<file path="config.mk">
export PLATFORM = sky130hd
export DESIGN_NAME = uart
export DESIGN_NICKNAME = d
export VERILOG_FILES = /design/src/rtl/uart.sv
export SDC_FILE = /design/constraint.sdc
export NUM_CORES = 1
export LEC_CHECK = 0
export CORE_MARGIN = 2
export CORE_UTILIZATION = 45
export CTS_CLUSTER_SIZE = 16
export DETAILED_ROUTE_END_ITERATION = 8
export GPL_TIMING_DRIVEN = 0
export PLACE_DENSITY = 0.63
export SETUP_SLACK_MARGIN = 0.02
export SLEW_MARGIN = 20
export SYNTH_ARGS = -nofsm -noshare
export SYNTH_HDL_FRONTEND = slang
export SYNTH_SLANG_ARGS = --single-unit
</file>
<file path="constraint.sdc">
create_clock -name clk -period 2.3 [get_ports clk]
set_input_delay 0.23 -clock clk [delete_from_list [all_inputs] [get_ports clk]]
set_output_delay 0.23 -clock clk [all_outputs]
set_load 0.02 [all_outputs]
</file>
<file path="src/rtl/uart.sv">
// uart: full-duplex 8N1 UART with baud-rate generator
// and a small FIFO in each direction.

// Circular-buffer FIFO with show-ahead head data.
module uart_fifo #(
   parameter int DW = 8,
   parameter int AW = 2
) (
   input  logic          clk,
   input  logic          reset,
   input  logic          rd,
   input  logic          wr,
   input  logic [DW-1:0] w_data,
   output logic          empty,
   output logic          full,
   output logic [DW-1:0] r_data
);

   logic [DW-1:0] mem [2**AW];
   logic [AW-1:0] w_ptr;
   logic [AW-1:0] w_ptr_n;
   logic [AW-1:0] r_ptr;
   logic [AW-1:0] r_ptr_n;
   logic [AW-1:0] w_succ;
   logic [AW-1:0] r_succ;
   logic          full_n;
   logic          empty_n;
   logic          wr_en;

   assign wr_en  = wr & ~full;
   assign r_data = mem[r_ptr];
   assign w_succ = w_ptr + AW'(1);
   assign r_succ = r_ptr + AW'(1);

   // Storage write; contents need no reset.
   always_ff @(posedge clk) begin
      if (wr_en)
         mem[w_ptr] <= w_data;
   end

   // Pointer and flag registers.
   always_ff @(posedge clk) begin
      if (reset) begin
         w_ptr <= '0;
         r_ptr <= '0;
         full  <= 1'b0;
         empty <= 1'b1;
      end else begin
         w_ptr <= w_ptr_n;
         r_ptr <= r_ptr_n;
         full  <= full_n;
         empty <= empty_n;
      end
   end

   // Next pointers; a blocked side of a dual access is dropped.
   always_comb begin
      w_ptr_n = w_ptr;
      r_ptr_n = r_ptr;
      full_n  = full;
      empty_n = empty;
      unique case ({wr, rd})
         2'b01: begin
            if (!empty) begin
               r_ptr_n = r_succ;
               full_n  = 1'b0;
               empty_n = (r_succ == w_ptr);
            end
         end
         2'b10: begin
            if (!full) begin
               w_ptr_n = w_succ;
               empty_n = 1'b0;
               full_n  = (w_succ == r_ptr);
            end
         end
         2'b11: begin
            if (empty) begin
               w_ptr_n = w_succ;
               empty_n = 1'b0;
               full_n  = (w_succ == r_ptr);
            end else if (full) begin
               r_ptr_n = r_succ;
               full_n  = 1'b0;
               empty_n = (r_succ == w_ptr);
            end else begin
               w_ptr_n = w_succ;
               r_ptr_n = r_succ;
            end
         end
         default: begin
         end
      endcase
   end

endmodule

// Serial transmitter: start, DBIT data bits LSB first, stop.
module uart_tx #(
   parameter int DBIT    = 8,
   parameter int SB_TICK = 16
) (
   input  logic            clk,
   input  logic            reset,
   input  logic            tx_start,
   input  logic            s_tick,
   input  logic [DBIT-1:0] din,
   output logic            tx_done_tick,
   output logic            tx
);

   localparam int SW = (SB_TICK > 16) ? $clog2(SB_TICK) : 4;
   localparam int NW = (DBIT > 1) ? $clog2(DBIT) : 1;

   typedef enum logic [1:0] {
      idle,
      start,
      data,
      stop
   } state_t;

   state_t          state;
   state_t          state_n;
   logic [SW-1:0]   s_cnt;
   logic [SW-1:0]   s_cnt_n;
   logic [NW-1:0]   n_cnt;
   logic [NW-1:0]   n_cnt_n;
   logic [DBIT-1:0] b_reg;
   logic [DBIT-1:0] b_reg_n;
   logic            tx_reg;
   logic            tx_n;

   assign tx = tx_reg;

   // State and datapath registers; tx idles high.
   always_ff @(posedge clk) begin
      if (reset) begin
         state  <= idle;
         s_cnt  <= '0;
         n_cnt  <= '0;
         b_reg  <= '0;
         tx_reg <= 1'b1;
      end else begin
         state  <= state_n;
         s_cnt  <= s_cnt_n;
         n_cnt  <= n_cnt_n;
         b_reg  <= b_reg_n;
         tx_reg <= tx_n;
      end
   end

   // Next-state logic; each bit lasts 16 ticks.
   always_comb begin
      state_n      = state;
      s_cnt_n      = s_cnt;
      n_cnt_n      = n_cnt;
      b_reg_n      = b_reg;
      tx_n         = tx_reg;
      tx_done_tick = 1'b0;
      unique case (state)
         idle: begin
            tx_n = 1'b1;
            if (tx_start) begin
               state_n = start;
               s_cnt_n = '0;
               b_reg_n = din;
            end
         end
         start: begin
            tx_n = 1'b0;
            if (s_tick) begin
               if (s_cnt == SW'(15)) begin
                  state_n = data;
                  s_cnt_n = '0;
                  n_cnt_n = '0;
               end else begin
                  s_cnt_n = s_cnt + SW'(1);
               end
            end
         end
         data: begin
            tx_n = b_reg[0];
            if (s_tick) begin
               if (s_cnt == SW'(15)) begin
                  s_cnt_n = '0;
                  b_reg_n = b_reg >> 1;
                  if (n_cnt == NW'(DBIT - 1))
                     state_n = stop;
                  else
                     n_cnt_n = n_cnt + NW'(1);
               end else begin
                  s_cnt_n = s_cnt + SW'(1);
               end
            end
         end
         stop: begin
            tx_n = 1'b1;
            if (s_tick) begin
               if (s_cnt == SW'(SB_TICK - 1)) begin
                  state_n      = idle;
                  tx_done_tick = 1'b1;
               end else begin
                  s_cnt_n = s_cnt + SW'(1);
               end
            end
         end
         default: state_n = idle;
      endcase
   end

endmodule

// Serial receiver: samples mid-bit using 16x oversampling.
module uart_rx #(
   parameter int DBIT    = 8,
   parameter int SB_TICK = 16
) (
   input  logic            clk,
   input  logic            reset,
   input  logic            rx,
   input  logic            s_tick,
   output logic            rx_done_tick,
   output logic [DBIT-1:0] dout
);

   localparam int SW = (SB_TICK > 16) ? $clog2(SB_TICK) : 4;
   localparam int NW = (DBIT > 1) ? $clog2(DBIT) : 1;

   typedef enum logic [1:0] {
      idle,
      start,
      data,
      stop
   } state_t;

   state_t          state;
   state_t          state_n;
   logic [SW-1:0]   s_cnt;
   logic [SW-1:0]   s_cnt_n;
   logic [NW-1:0]   n_cnt;
   logic [NW-1:0]   n_cnt_n;
   logic [DBIT-1:0] b_reg;
   logic [DBIT-1:0] b_reg_n;

   assign dout = b_reg;

   // State and shift registers.
   always_ff @(posedge clk) begin
      if (reset) begin
         state <= idle;
         s_cnt <= '0;
         n_cnt <= '0;
         b_reg <= '0;
      end else begin
         state <= state_n;
         s_cnt <= s_cnt_n;
         n_cnt <= n_cnt_n;
         b_reg <= b_reg_n;
      end
   end

   // Next-state logic; stop bit value is not checked.
   always_comb begin
      state_n      = state;
      s_cnt_n      = s_cnt;
      n_cnt_n      = n_cnt;
      b_reg_n      = b_reg;
      rx_done_tick = 1'b0;
      unique case (state)
         idle: begin
            if (!rx) begin
               state_n = start;
               s_cnt_n = '0;
            end
         end
         start: begin
            if (s_tick) begin
               if (s_cnt == SW'(7)) begin
                  state_n = data;
                  s_cnt_n = '0;
                  n_cnt_n = '0;
               end else begin
                  s_cnt_n = s_cnt + SW'(1);
               end
            end
         end
         data: begin
            if (s_tick) begin
               if (s_cnt == SW'(15)) begin
                  s_cnt_n = '0;
                  b_reg_n = {rx, b_reg[DBIT-1:1]};
                  if (n_cnt == NW'(DBIT - 1))
                     state_n = stop;
                  else
                     n_cnt_n = n_cnt + NW'(1);
               end else begin
                  s_cnt_n = s_cnt + SW'(1);
               end
            end
         end
         stop: begin
            if (s_tick) begin
               if (s_cnt == SW'(SB_TICK - 1)) begin
                  state_n      = idle;
                  rx_done_tick = 1'b1;
               end else begin
                  s_cnt_n = s_cnt + SW'(1);
               end
            end
         end
         default: state_n = idle;
      endcase
   end

endmodule

// Top: baud generator, tx/rx engines and their FIFOs.
module uart #(
   parameter int DBIT    = 8,
   parameter int SB_TICK = 16,
   parameter int FIFO_W  = 2
) (
   input  logic            clk,
   input  logic            reset,
   input  logic            rd_uart,
   input  logic            wr_uart,
   input  logic            rx,
   input  logic [DBIT-1:0] w_data,
   input  logic [10:0]     dvsr,
   output logic            tx_full,
   output logic            rx_empty,
   output logic            tx,
   output logic [DBIT-1:0] r_data
);

   logic [10:0]     cnt;
   logic            s_tick;
   logic            tx_done_tick;
   logic            rx_done_tick;
   logic            tx_empty;
   logic [DBIT-1:0] tx_head;
   logic [DBIT-1:0] rx_byte;

   assign s_tick = (cnt == 11'd1);

   // Baud counter wraps after dvsr, one tick per dvsr+1 clocks.
   always_ff @(posedge clk) begin
      if (reset)
         cnt <= '0;
      else if (cnt == dvsr)
         cnt <= '0;
      else
         cnt <= cnt + 11'd1;
   end

   uart_rx #(
      .DBIT    (DBIT),
      .SB_TICK (SB_TICK)
   ) u_rx (
      .clk          (clk),
      .reset        (reset),
      .rx           (rx),
      .s_tick       (s_tick),
      .rx_done_tick (rx_done_tick),
      .dout         (rx_byte)
   );

   uart_fifo #(
      .DW (DBIT),
      .AW (FIFO_W)
   ) u_rx_fifo (
      .clk    (clk),
      .reset  (reset),
      .rd     (rd_uart),
      .wr     (rx_done_tick),
      .w_data (rx_byte),
      .empty  (rx_empty),
      .full   (),
      .r_data (r_data)
   );

   uart_fifo #(
      .DW (DBIT),
      .AW (FIFO_W)
   ) u_tx_fifo (
      .clk    (clk),
      .reset  (reset),
      .rd     (tx_done_tick),
      .wr     (wr_uart),
      .w_data (w_data),
      .empty  (tx_empty),
      .full   (tx_full),
      .r_data (tx_head)
   );

   uart_tx #(
      .DBIT    (DBIT),
      .SB_TICK (SB_TICK)
   ) u_tx (
      .clk          (clk),
      .reset        (reset),
      .tx_start     (~tx_empty),
      .s_tick       (s_tick),
      .din          (tx_head),
      .tx_done_tick (tx_done_tick),
      .tx           (tx)
   );

endmodule

</file>
==> metrics.txt <==
Area growth, synth to finish 20.18%; first-pass GRT wire length 17.62 mm; routed vias 3595; Layout Nets ~560; Mapped Cells between 400 and 500; Die Width 116.6 um; clock slew at reported path FFs 0.05 ns; # IOs 35; drt first pass iters 4; post-synth net total ~500; H-tree levels 4; EDFF count, synth 64; Max transition margin approximately 60%; DRT Wirelength roughly 10 mm; Routed wire per std cell approximately 15 um; synth top area cells edfxtp_1 (34%), dfxtp_1 (22%), mux4_2 (6.3%); ratio of cells with drive above 1 in the final layout approximately 15%; PortBufs 34; fmax around 460 MHz; total power between 0.006 and 0.007 W; CP max FO 8; top-area cell type share of the netlist area roughly 34%; GRT overflow 0; Clock Tree Buf Depth 2; Netlist cell types 57; commonest cells in the synthesized netlist edfxtp_1 (64), dfxtp_1 (62), nor2_1 (43), ha_1 (26), mux2i_1 (26); Hold Crit Class in -> reg; Site Rows approximately 40; TritonCTS clock tree done; Tmin final approximately 2.2 ns; initial antenna violation count 0; final setup fails 0; CP Cell Sequence mux4_2 -> clkdlybuf4s50_1; Critical Path Sink Type output pin; Max Slew Vio Count 0; most common cell in the synthesized netlist edfxtp_1; Synth Flop Type edfxtp_1; final std cells w/o fill 692; Final Skew approximately 0.0063 ns; total CTS buffers 17; crit share post-route between 90% and 100%; post-synthesis register bit count 126; Crit Path Class reg -> out; die height around 120 um; antenna-violating nets left 0; Hold WS 0.4538 ns; vias in the first global route 3614; DIE AREA 13600 um^2; n_diodes 0; Design Area, Final slightly below 7000 um^2; DP Wirelength just over 7 mm; clock sinks 126; Vias/cell approximately 5.2; clk_lat worst skew approximately 0.41 ns; Worst path max stage delay ~0.55 ns; Req. time, crit path between 2 and 2.5 ns; Async SR Flop Fraction 0%; P_leak roughly 2.4 nW; CORE AREA between 10000 and 15000 um^2; largest net degree at the start of global routing 17; Slowest-stage cell, CP clkdlybuf4s50_1; Setup crit start kind flop; Cells after DPL 660; Syn Std Cell Area between 5000 and 6000 um^2; PD cells 922.2 nW/um^2; Worst Path Arrival roughly 1.9 ns; Max Cap Viol 0; Synth area leader edfxtp_1; final hold violations 0; Ys Warns 0; mean post-synth cell area about 13 um^2; Placer Congestion around 0.87; Remaining DRCs 0; GRT Util Overall between 10% and 20%; Initial Util between 40% and 50%; RSZ-0062 raised after global routing false; clk root buf clkbuf_16; Largest regs u_rx_fifo.mem: 32 flops, u_tx_fifo.mem: 32 flops, cnt: 11 flops; post-synthesis sequential area ratio between 50% and 60%; placed cell areas approximately 6300 um^2; peak supply drop between 0.0005 and 0.0006 V; initial DRC count approximately 200; Worst Tran Pin Value 0.6129 ns; status completed
==> final timing paths <==
path / endpoint / slack (ns) / depth (start not counted) / startpoint
max reg2reg: u_rx_fifo.mem[2][5] / 0.24 / 5 / u_rx.s_cnt[0]
max: r_data[1] / 0.13 / 2 / flop
min reg2reg: u_rx.n_cnt[1] / 0.46 / 2 / u_rx.n_cnt[1]
min: u_tx_fifo.mem[1][1] / 0.45 / 1 / w_data[1]
==> what timing repair did <==
action / 4_1_cts / 5_1_grt
gates resized for setup: 6 / 4
setup endpoints to repair: 40 / 38
setup buffers: 1 / 2
pin swaps: 0 / 2
hold buffers: 0 / 0
==> final cells by class <==
type | instances | area, um^2
clock inverters | 12 | 121.4
well taps | 172 | 215.2
inverters | 16 | 60.06
fillers | 1096 | 5660
multi-input cells | 293 | 2370
flip-flops and latches | 126 | 3168
repair buffers | 37 | 375.4
clock buffers | 20 | 436.7
plain buffers | 16 | 110.1
==> power by group <==
| group | switching (W) | internal, W | leakage, nW |
|---|---|---|---|
| registers | 0.0000948 | 0.00250 | 1.08 |
| logic | 0.000683 | 0.000539 | 1.08 |
| clock network | 0.000928 | 0.00158 | 0.263 |
==> cell families (layout without fill, tap and decap cells) <==
logic type | count (synthesis) | after routing | synth area share (%)
AOI/OAI and AO/OA | 52 | 52 | 6.711
and+or+nand+nor | 142 | 142 | 13.36
buffers and inverters | 35 | 101 | 3.158
muxes | 42 | 42 | 10.88
adders and majority gates | 26 | 26 | 5.702
xor gates and xnor gates | 31 | 31 | 4.759
DFF | 126 | 126 | 55.44
==> stage by stage <==
step	utilization, %	setup WS, ns	setup TNS, ns
floorplan	-	0.4230	0
global placement	50.02	-0.1963	-7.496
detailed placement	50.02	-0.1913	-8.919
CTS	54.55	0.1021	0
global route	54.78	0.02847	0
finish	54.78	0.1331	0
==> placed cells by master, fill, tap and decap left out, types with 3 or more instances in the layout <==
master / instances
xnor2_1: 24
buf_4: 3
nor2_1: 42
and3_1: 5
inv_1: 16
nand4_1: 7
clkbuf_16: 17
mux4_2: 16
xor2_1: 7
nand2_1: 22
nor2b_1: 3
and2_1: 7
clkbuf_1: 10
clkdlybuf4s50_1: 34
nor3_1: 15
clkinv_1: 3
edfxtp_1: 64
a21oi_1: 15
a31o_2: 9
dfxtp_1: 60
buf_1: 3
mux2i_1: 26
nand2b_1: 4
nand3_1: 16
o21ai_0: 5
clkinvlp_4: 3
ha_1: 26
and2_2: 4
==> critical path: cells and delay by family, from the launching register on <==
| kind | cells | cell delay, ns |
|---|---|---|
| buffers and inverters | 1 | 0.55 |
| flip-flops | 1 | 0.45 |
| multiplexers | 1 | 0.52 |
==> metal layers <==
metal / share of wire, % / wire (um) / global-route usage, %
met1: 45 / 4715 / 21.22
met5: 0 / 0 / 0
met3: 4.0 / 418 / 4.722
met4: 2.3 / 241 / 8.392
met2: 48 / 5052 / 27.64
Note: power is estimated with default switching activity, not from simulation.
